--- config.mk ---
export PLATFORM = sky130hd
export DESIGN_NAME = spi_seq_ctrl_flat
export DESIGN_NICKNAME = d
export VERILOG_FILES = /design/src/rtl/spi_seq_ctrl_if.sv /design/src/rtl/spi_seq_ctrl.sv /design/src/flat_wrapper.sv
export SDC_FILE = /design/constraint.sdc
export NUM_CORES = 1
export LEC_CHECK = 0
export CAP_MARGIN = 20
export CORE_ASPECT_RATIO = 0.75
export CORE_MARGIN = 2
export CORE_UTILIZATION = 60
export CTS_CLUSTER_DIAMETER = 80
export DETAILED_ROUTE_END_ITERATION = 6
export GPL_ROUTABILITY_DRIVEN = 0
export PLACE_DENSITY = 0.89
export SETUP_SLACK_MARGIN = 0.15
export SYNTH_ARGS = -nofsm -noshare
export SYNTH_HDL_FRONTEND = slang
export SYNTH_SLANG_ARGS = --single-unit
--- constraint.sdc ---
create_clock -name clk -period 3.3 [get_ports clk]
set_input_delay 0.33 -clock clk [delete_from_list [all_inputs] [get_ports clk]]
set_output_delay 0.33 -clock clk [all_outputs]
set_load 0.02 [all_outputs]
--- src/rtl/spi_seq_ctrl_if.sv ---
// rtl/spi_seq_ctrl_if.sv - start/done handshake and device select between sequencer and SPI transfer engine
interface spi_seq_ctrl_if #(
    parameter int DEV_W = 2
);
    logic             xfer_start;
    logic             xfer_done;
    logic [DEV_W-1:0] dev_sel;

    modport master (output xfer_start, output dev_sel, input xfer_done);
    modport slave  (input xfer_start, input dev_sel, output xfer_done);
endinterface

--- src/rtl/spi_seq_ctrl.sv ---
// rtl/spi_seq_ctrl.sv - SPI front-end sequencer: init transfer list, then single/continuous acquisition
module spi_seq_ctrl #(
    parameter int NUM_INIT = 2,
    parameter int DEV_W    = 2,
    parameter int PERIOD_W = 16,
    parameter int TIMEOUT  = 1023,
    parameter int TO_W     = 10
) (
    input  logic                clk,
    input  logic                rst,
    input  logic                start,
    input  logic                stop,
    input  logic                mode,
    input  logic [PERIOD_W-1:0] period,
    spi_seq_ctrl_if.master      bus,
    output logic                busy,
    output logic                init_ok,
    output logic                err,
    output logic                acq_done
);
    typedef enum logic [2:0] {
        S_IDLE,
        S_INIT_REQ,
        S_INIT_WAIT,
        S_ACQ_REQ,
        S_ACQ_WAIT,
        S_PERIOD_WAIT,
        S_ERROR
    } state_t;

    localparam logic [DEV_W-1:0] ACQ_DEV  = DEV_W'(NUM_INIT);
    localparam logic [DEV_W-1:0] LAST_IDX = DEV_W'(NUM_INIT - 1);
    localparam logic [TO_W-1:0]  TO_MAX   = TO_W'(TIMEOUT);

    state_t              state;
    logic [DEV_W-1:0]    idx;
    logic [TO_W-1:0]     timer;
    logic [PERIOD_W-1:0] pcnt;
    logic                stop_pend;
    logic                stop_req;
    logic                timed_out;

    // A stop arriving in the same cycle as the done still counts as pending.
    assign stop_req  = stop_pend | stop;
    assign timed_out = (timer == TO_MAX);

    always_ff @(posedge clk or negedge rst) begin
        if (!rst) begin
            state     <= S_IDLE;
            idx       <= '0;
            timer     <= '0;
            pcnt      <= '0;
            stop_pend <= 1'b0;
            init_ok   <= 1'b0;
            acq_done  <= 1'b0;
        end else begin
            acq_done <= 1'b0;
            case (state)
                S_IDLE: begin
                    if (start) begin
                        stop_pend <= stop;
                        if (init_ok) begin
                            state <= S_ACQ_REQ;
                        end else begin
                            idx   <= '0;
                            state <= S_INIT_REQ;
                        end
                    end
                end
                S_INIT_REQ: begin
                    timer     <= '0;
                    stop_pend <= stop_req;
                    state     <= S_INIT_WAIT;
                end
                S_INIT_WAIT: begin
                    stop_pend <= stop_req;
                    if (bus.xfer_done) begin
                        if (idx == LAST_IDX) begin
                            init_ok <= 1'b1;
                        end
                        if (stop_req) begin
                            stop_pend <= 1'b0;
                            state     <= S_IDLE;
                        end else if (idx == LAST_IDX) begin
                            state <= S_ACQ_REQ;
                        end else begin
                            idx   <= idx + 1'b1;
                            state <= S_INIT_REQ;
                        end
                    end else if (timed_out) begin
                        stop_pend <= 1'b0;
                        init_ok   <= 1'b0;
                        state     <= S_ERROR;
                    end else begin
                        timer <= timer + 1'b1;
                    end
                end
                S_ACQ_REQ: begin
                    timer     <= '0;
                    stop_pend <= stop_req;
                    state     <= S_ACQ_WAIT;
                end
                S_ACQ_WAIT: begin
                    stop_pend <= stop_req;
                    if (bus.xfer_done) begin
                        acq_done <= 1'b1;
                        if (stop_req || !mode) begin
                            stop_pend <= 1'b0;
                            state     <= S_IDLE;
                        end else begin
                            pcnt  <= period;
                            state <= S_PERIOD_WAIT;
                        end
                    end else if (timed_out) begin
                        stop_pend <= 1'b0;
                        init_ok   <= 1'b0;
                        state     <= S_ERROR;
                    end else begin
                        timer <= timer + 1'b1;
                    end
                end
                S_PERIOD_WAIT: begin
                    if (stop) begin
                        stop_pend <= 1'b0;
                        state     <= S_IDLE;
                    end else if (pcnt == '0) begin
                        state <= S_ACQ_REQ;
                    end else begin
                        pcnt <= pcnt - 1'b1;
                    end
                end
                S_ERROR: begin
                    init_ok <= 1'b0;
                    if (start) begin
                        idx       <= '0;
                        stop_pend <= stop;
                        state     <= S_INIT_REQ;
                    end
                end
                default: state <= S_IDLE;
            endcase
        end
    end

    assign bus.xfer_start = (state == S_INIT_REQ) || (state == S_ACQ_REQ);
    assign busy           = (state != S_IDLE) && (state != S_ERROR);
    assign err            = (state == S_ERROR);

    always_comb begin
        bus.dev_sel = '0;
        if (state == S_INIT_REQ || state == S_INIT_WAIT) begin
            bus.dev_sel = idx;
        end else if (state == S_ACQ_REQ || state == S_ACQ_WAIT || state == S_PERIOD_WAIT) begin
            bus.dev_sel = ACQ_DEV;
        end
    end
endmodule

--- src/flat_wrapper.sv ---
// flat-port wrapper written by rule: the top's interface ports become plain ports
module spi_seq_ctrl_flat 
#(
    parameter int NUM_INIT = 2,
    parameter int DEV_W    = 2,
    parameter int PERIOD_W = 16,
    parameter int TIMEOUT  = 1023,
    parameter int TO_W     = 10
)
  (clk, rst, start, stop, mode, period, busy, init_ok, err, acq_done, bus_xfer_start, bus_dev_sel, bus_xfer_done);
  spi_seq_ctrl_if #(.DEV_W(DEV_W)) bus_i ();
  input  logic clk;
  input  logic rst;
  input  logic start;
  input  logic stop;
  input  logic mode;
  input  logic [PERIOD_W-1:0] period;
  output logic busy;
  output logic init_ok;
  output logic err;
  output logic acq_done;
  output wire logic [$bits(bus_i.xfer_start)-1:0] bus_xfer_start;
  output wire logic [$bits(bus_i.dev_sel)-1:0] bus_dev_sel;
  input wire logic [$bits(bus_i.xfer_done)-1:0] bus_xfer_done;
  assign bus_xfer_start = bus_i.xfer_start;
  assign bus_dev_sel = bus_i.dev_sel;
  assign bus_i.xfer_done = bus_xfer_done;
  spi_seq_ctrl #(.NUM_INIT(NUM_INIT), .DEV_W(DEV_W), .PERIOD_W(PERIOD_W), .TIMEOUT(TIMEOUT), .TO_W(TO_W)) u_core (.clk(clk), .rst(rst), .start(start), .stop(stop), .mode(mode), .period(period), .bus(bus_i), .busy(busy), .init_ok(init_ok), .err(err), .acq_done(acq_done));
endmodule
==> impl_metrics.csv, run 1 <==
group,metric,value,unit
yosys,netlist_area,2260,um2
clocking,clock_sink_count,34,
sta,fmaxAchievable,369,MHz
clocking,clock_root_cell,"sky130_fd_sc_hd__clkbuf_8",
pwr,swShare,45.0,%
yosys,ys_seq_elements,34,
final_layout,layout.nets,329,
critical_path,path_class,"reg -> out",
yosys,synth_largest_type_area_fraction,37.6,%
floorplanning,io_pins,29,
sta,period_needed,2.71,ns
detailed_routing,antenna_violation_net_count_after_detailed_routing,0,
pwr,share_comb_of_total_power,44.2,%
critical_path,worst-endpoint-required,2.97,ns
floorplanning,die_h,57.2,um
detailed_routing,drc,0,
pwr,clockPowerShare,18.2,%
yosys,yosys-top-cells-count,"35 x sky130_fd_sc_hd__nor2_1, 34 x sky130_fd_sc_hd__dfrtp_1, 28 x sky130_fd_sc_hd__a21oi_1",
pwr,cellInternalPower,1.16,mW
yosys,synth_seq_area_share,37.6,%
sta,timing.final.crit_share,82.1,%
clocking,cts_tree,"yes",
place,hpwl,3730,um
clocking,post_cts.resized_instances,0,
final_layout,stdcell_count,356,
critical_path,critical_path_arrival,2.38,ns
yosys,ffs_w_async_s_r_synth,100,%
final_layout,drive_gt1_share,5.92,%
clocking,clk_pin_slew_worst_paths,0.07,ns
global_routing,grt_antenna_before_repair,0,
clocking,cts_inserted_buffers,5,
clocking,cts_hold_buffers,0,
critical_path,worstSetupEndpointType,"primary output",
detailed_routing,drt_wl_total,5610,um
global_routing,global_route.usage.total,28.4,%
sta,timing.final.max_slew_violations,0,
clocking,cts_setup_buffers,0,
sta,clock_skew,0.00104,ns
clocking,max-clock-path-buffers,2,
run_status,result_of_the_run,"complete, no violations",
yosys,ys.warnings.count,0,
final_layout,antenna_cells_inserted,0,
clocking,clock_tree.htree_level_count,2,
pwr,p_leak,1.08,nW
yosys,yosys.cell_count.top_type,"sky130_fd_sc_hd__nor2_1",
floorplanning,initial_util,62.2,%
floorplanning,core.rowCount,19,
sta,number_of_endpoints_with_negative_hold_slack_in_the_final_report,0,
detailed_routing,drt-vias-per-instance,6.35,
yosys,synthesis.area_per_instance,8.05,um2
critical_path,cp_max_fo,19,
sta,final.setup.tns,0,ns
floorplanning,floorplan.die_area,4280,um2
global_routing,grt_pass1_vias,2021,
sta,setup-violations-final,0,
pwr,power.switching,0.950,mW
detailed_routing,detail_route.wl_per_cell,15.8,um
final_layout,area_delta_synth_final,17.7,%
sta,worst_pin_slew,0.887,ns
global_routing,gr-total-overflow,0,
floorplanning,floorplan.die.width,74.9,um
detailed_routing,detailedRoute.firstPassIterationCount,5,
pwr,power.density,793,nW/um2
yosys,synth_ff_type,"sky130_fd_sc_hd__dfrtp_1",
pwr,sequential_group_share_of_total_power,37.6,%
clocking,insertion_delay,0.29,ns
yosys,mappedNetlistNets,307,
pwr,vdd_ir_drop_max,0.677,mV
yosys,post_synth_inst_count,281,
yosys,synth.top_cells.by_area,"sky130_fd_sc_hd__dfrtp_1 38%, sky130_fd_sc_hd__a21oi_1 6.2%, sky130_fd_sc_hd__nor2_1 5.8%, sky130_fd_sc_hd__o21ai_1 3.8%, sky130_fd_sc_hd__nor3_1 3.1%",
hold_path,worstHoldPathType,"in -> async",
yosys,yosysUniqueCellTypes,51,
global_routing,grt_pass1_wl,9390,um
place,dpl.cell_count,348,
global_routing,grt_max_degree,35,
sta,rsz0062_at_grt,"no",
floorplanning,coreArea,3640,um2
sta,worst_slew_margin_rel,40.7,%
yosys,synth.largest_area_cell,"sky130_fd_sc_hd__dfrtp_1",
final_layout,post-route-util,73.2,%
place,io_buffers,28,
critical_path,worst_setup_path_start_kind,"flop",
yosys,edff_count_synth,0,
detailed_routing,route.vias.total,2262,
job,cap_violations,0,
detailed_routing,drt_first_iter_violations,280,
==> power groups by stage <==
| stage | clock network (mW) | registers [mW] | logic (mW) |
|---|---|---|---|
| 4_1_cts | 0.387 | 0.781 | 0.920 |
| 5_1_grt | 0.404 | 0.816 | 1.03 |
| 3_3_place_gp | 0 | 0.774 | 0.881 |
| 2_1_floorplan | 0 | 0.671 | 0.752 |
| 3_5_place_dp | 0 | 0.784 | 0.910 |
| 6_report | 0.385 | 0.793 | 0.934 |
==> worst paths after layout <==
kind | from | to | slack [ns] | depth (start not counted)
setup / recovery | u_core.state[2]$_DFFE_PN0P_ | bus_xfer_start | 0.59 | 4
hold / removal | rst | u_core.idx[1]$_DFFE_PN0P_ | 0.44 | 2
setup reg to reg | u_core.pcnt[0]$_DFFE_PN0P_ | u_core.pcnt[5]$_DFFE_PN0P_ | 0.62 | 7
hold reg to reg | u_core.pcnt[14]$_DFFE_PN0P_ | u_core.pcnt[14]$_DFFE_PN0P_ | 0.51 | 2
max in group asynchronous | rst | u_core.pcnt[10]$_DFFE_PN0P_ | 2.55 | 2
min in group clk | u_core.pcnt[14]$_DFFE_PN0P_ | u_core.pcnt[14]$_DFFE_PN0P_ | 0.51 | 2
==> layout make-up <==
class                      instances  area [um2]
clock buffer                       7        76.3
clock inverter                     1        30.0
fill                             291         973
inverter                          10        37.5
multi-input combinational        221        1300
sequential                        34         851
tap                               52        65.1
timing repair buffer              31         303
==> through the flow <==
stage               total power, mW  area [um2]  hold slack (ns)  worst slack, ns
finish                         2.11        2660            0.443            0.591
global placement               1.66        2560            0.480            0.700
CTS                            2.09        2660            0.460            0.643
floorplan                      1.42        2260           0.0344             1.14
global route                   2.25        2660            0.500            0.402
detailed placement             1.69        2560            0.490            0.585
==> cell families (layout without fill, tap and decap cells) <==
kind of cell    after synthesis  in the layout  synth area share (%)
simple gates                112            112                  25.8
xor+xnor                      4              4                  1.55
mux                           3              3                  1.44
compound gates               98             98                  26.5
fa+ha+maj                     4              4                  2.21
flops                        34             34                  37.6
buf+inv                      26             49                  4.92
==> critical path: stages, from the launching register on <==
cell                              delay, ns
sky130_fd_sc_hd__dfrtp_1               0.71
sky130_fd_sc_hd__clkinv_1              0.41
sky130_fd_sc_hd__nand2_1               0.23
sky130_fd_sc_hd__inv_1                 0.16
sky130_fd_sc_hd__clkdlybuf4s50_1       0.57
==> layer usage <==
| layer | track usage (%) | vias up | wire (um) |
|---|---|---|---|
| li1 | - | 1085 | - |
| met1 | 43.7 | 1015 | 2590 |
| met2 | 36.8 | 140 | 2380 |
| met3 | 6.54 | 22 | 475 |
| met4 | 14.8 | 0 | 158 |
| met5 | 0 | - | 0 |
==> state kept, by name, indices dropped and copies added (netlist names) <==
signal and flops:
u_core.acq_done 1, u_core.stop_pend 1, u_core.state 3, u_core.pcnt 16, u_core.timer 10, u_core.init_ok 1
u_core.idx 2
==> cells in the final DEF (no fill, tap or decap), types with 9 or more instances in the layout <==
cell                               n
sky130_fd_sc_hd__nor3_1           14
sky130_fd_sc_hd__dfrtp_1          34
sky130_fd_sc_hd__o21ai_0          14
sky130_fd_sc_hd__a31oi_1           9
sky130_fd_sc_hd__nor2_1           35
sky130_fd_sc_hd__a21oi_1          28
sky130_fd_sc_hd__nand2_1          18
sky130_fd_sc_hd__inv_1             9
sky130_fd_sc_hd__nand3_1           9
sky130_fd_sc_hd__clkdlybuf4s50_1  28
sky130_fd_sc_hd__o21ai_1          17
Note: power is estimated with default switching activity, not from simulation.
==> inputs of run 2 (changes only) <==
Settings changed: CORE_UTILIZATION 60 to 55, PLACE_DENSITY 0.89 to 0.82.
Clock period 3.3 ns to 2.5 ns, I/O delays scaled along.
==> run 2 against run 1 <==
Effect of this change:
- clock power rose by 15%
- die area is 8.5% higher
- cell area is 4.2% higher
- setup slack got worse by 0.31 ns
- hold slack got worse by 0.088 ns
- register-to-register slack got worse by 0.34 ns
- global-route usage is 2.3 points lower
- sequential power up 25%
- critical endpoint is now err
- non-clock buffer count grew 14
- first-iteration DRC count down 23%
- sequential cell count unchanged
- clock-buffer cell count fell by 1
==> impl_metrics.csv, run 2 (same netlist as run 1, synthesis figures left out) <==
group,metric,value,unit
final_layout,most-common-layout-cells,"35 x sky130_fd_sc_hd__nor2_1, 33 x sky130_fd_sc_hd__dfrtp_1, 28 x sky130_fd_sc_hd__a21oi_1, 28 x sky130_fd_sc_hd__clkdlybuf4s50_1, 18 x sky130_fd_sc_hd__nand2_1",
final_layout,drive_gt1_share,11.0,%
floorplanning,floorplan.die_area,4650,um2
place,hpwl,4000,um
final_layout,layout.nets,343,
place,io_buffers,28,
global_routing,grt_antenna_before_repair,0,
critical_path,path_class,"reg -> out",
clocking,cts_hold_buffers,0,
floorplanning,coreArea,4000,um2
sta,final.setup.tns,0,ns
critical_path,worstSetupEndpointType,"primary output",
global_routing,grt_pass1_wl,9510,um
pwr,vdd_ir_drop_max,0.773,mV
clocking,clk_pin_slew_worst_paths,0.07,ns
final_layout,register_with_the_most_flip_flops,"u_core.pcnt",
final_layout,largest_register_ff_count,16,
job,cap_violations,0,
floorplanning,die_h,59.6,um
floorplanning,core.rowCount,20,
sta,setup-violations-final,0,
clocking,cts_tree,"yes",
floorplanning,io_pins,29,
clocking,cts_inserted_buffers,5,
global_routing,global_route.usage.total,26.1,%
sta,fmaxAchievable,450,MHz
final_layout,antenna_cells_inserted,0,
global_routing,gr-total-overflow,0,
pwr,power.density,1010,nW/um2
global_routing,grt_pass1_vias,2025,
critical_path,worst_setup_path_start_kind,"flop",
pwr,p_leak,1.15,nW
detailed_routing,drc,0,
global_routing,grt-busiest-layer,"met2",
critical_path,cp_max_fo,10,
clocking,cts_setup_buffers,0,
detailed_routing,detail_route.wl_per_cell,15.1,um
sta,worst_slew_margin_rel,55.4,%
detailed_routing,detailedRoute.firstPassIterationCount,6,
critical_path,critical_path_arrival,1.97,ns
detailed_routing,antenna_violation_net_count_after_detailed_routing,0,
final_layout,fillers,321,
clocking,clock_root_cell,"sky130_fd_sc_hd__clkbuf_8",
sta,clock_skew,0.00700,ns
final_layout,layout_commonest_cell,"sky130_fd_sc_hd__nor2_1",
sta,period_needed,2.22,ns
global_routing,met1_usage,39.1,%
global_routing,grt_max_degree,35,
pwr,design_power_total,2.82,mW
clocking,insertion_delay,0.30,ns
clocking,post_cts.resized_instances,0,
run_status,result_of_the_run,"complete, no violations",
sta,timing.final.max_slew_violations,0,
detailed_routing,drt_wl_total,5640,um
global_routing,grt_util_met2,39.4,%
sta,worst_pin_slew,0.663,ns
detailed_routing,drt-vias-per-instance,6.25,
final_layout,biggestRegsByFlops,"u_core.pcnt (16), u_core.timer (10), u_core.state (3)",
clocking,clock_sink_count,34,
floorplanning,initial_util,56.5,%
floorplanning,floorplan.die.width,78.1,um
clocking,clock_tree.htree_level_count,2,
sta,timing.final.crit_share,88.9,%
sta,rsz0062_at_grt,"no",
detailed_routing,drt_first_iter_violations,216,
hold_path,worstHoldPathType,"in -> async",
final_layout,area_delta_synth_final,22.6,%
sta,number_of_endpoints_with_negative_hold_slack_in_the_final_report,0,
clocking,max-clock-path-buffers,2,
global_routing,use_met3,4.57,%
critical_path,worst-endpoint-required,2.25,ns
detailed_routing,route.vias.total,2333,
[run 2: worst max-delay path, stage by stage (launching register included)]
cell,delay [ns]
sky130_fd_sc_hd__dfrtp_1,0.51
sky130_fd_sc_hd__clkinv_1,0.32
sky130_fd_sc_hd__nor3_1,0.21
sky130_fd_sc_hd__clkdlybuf4s50_1,0.63
[run 2: per-stage QoR]
step                instance area (um2)  cells  hold slack (ns)  utilization, %  setup WS (ns)
finish                             2780    373            0.355            69.3          0.278
global route                       2780    373            0.420            69.3          0.165
CTS                                2770    373            0.375            69.3          0.250
detailed placement                 2680    365            0.491            66.9          0.291
global placement                   2680    365            0.479            66.9          0.343
floorplan                          2260    281          -0.0456               -          0.336
[run 2: final timing paths]
check,startpoint,endpoint,slack (ns),depth (start not counted)
setup / recovery,u_core.state[2]$_DFFE_PN0P_,err,0.28,3
hold / removal,rst,u_core.timer[9]$_DFFE_PN0P_,0.35,2
setup reg to reg,u_core.pcnt[10]$_DFFE_PN0P_,u_core.state[2]$_DFFE_PN0P_,0.28,5
hold reg to reg,u_core.timer[9]$_DFFE_PN0P_,u_core.timer[9]$_DFFE_PN0P_,0.51,1
max in group asynchronous,rst,u_core.state[0]$_DFFE_PN0P_,1.80,2
min in group clk,u_core.timer[9]$_DFFE_PN0P_,u_core.timer[9]$_DFFE_PN0P_,0.51,1
[run 2: final cells by class]
class | instances | area (um2) | share of cell area [%]
clock buffers | 6 | 82.6 | 2.98
repair buffers | 45 | 420 | 15.1
flip-flops and latches | 34 | 852 | 30.7
well taps | 55 | 68.8 | 2.48
clock inverters | 2 | 12.5 | 0.451
inverters | 10 | 37.5 | 1.35
multi-input cells | 221 | 1300 | 46.9
[run 2: routing by layer]
layer	vias up	part of all wire [%]
li1	1115	-
met1	1089	47
met2	119	44
met3	10	8.0
met4	0	1.1
met5	-	0
[run 2: power breakdown]
group	total (mW)	leakage, nW	switching (mW)	internal, mW
registers	0.993	0.429	0.263	0.731
clock network	0.442	0.0472	0.220	0.222
logic	1.38	0.671	0.784	0.596
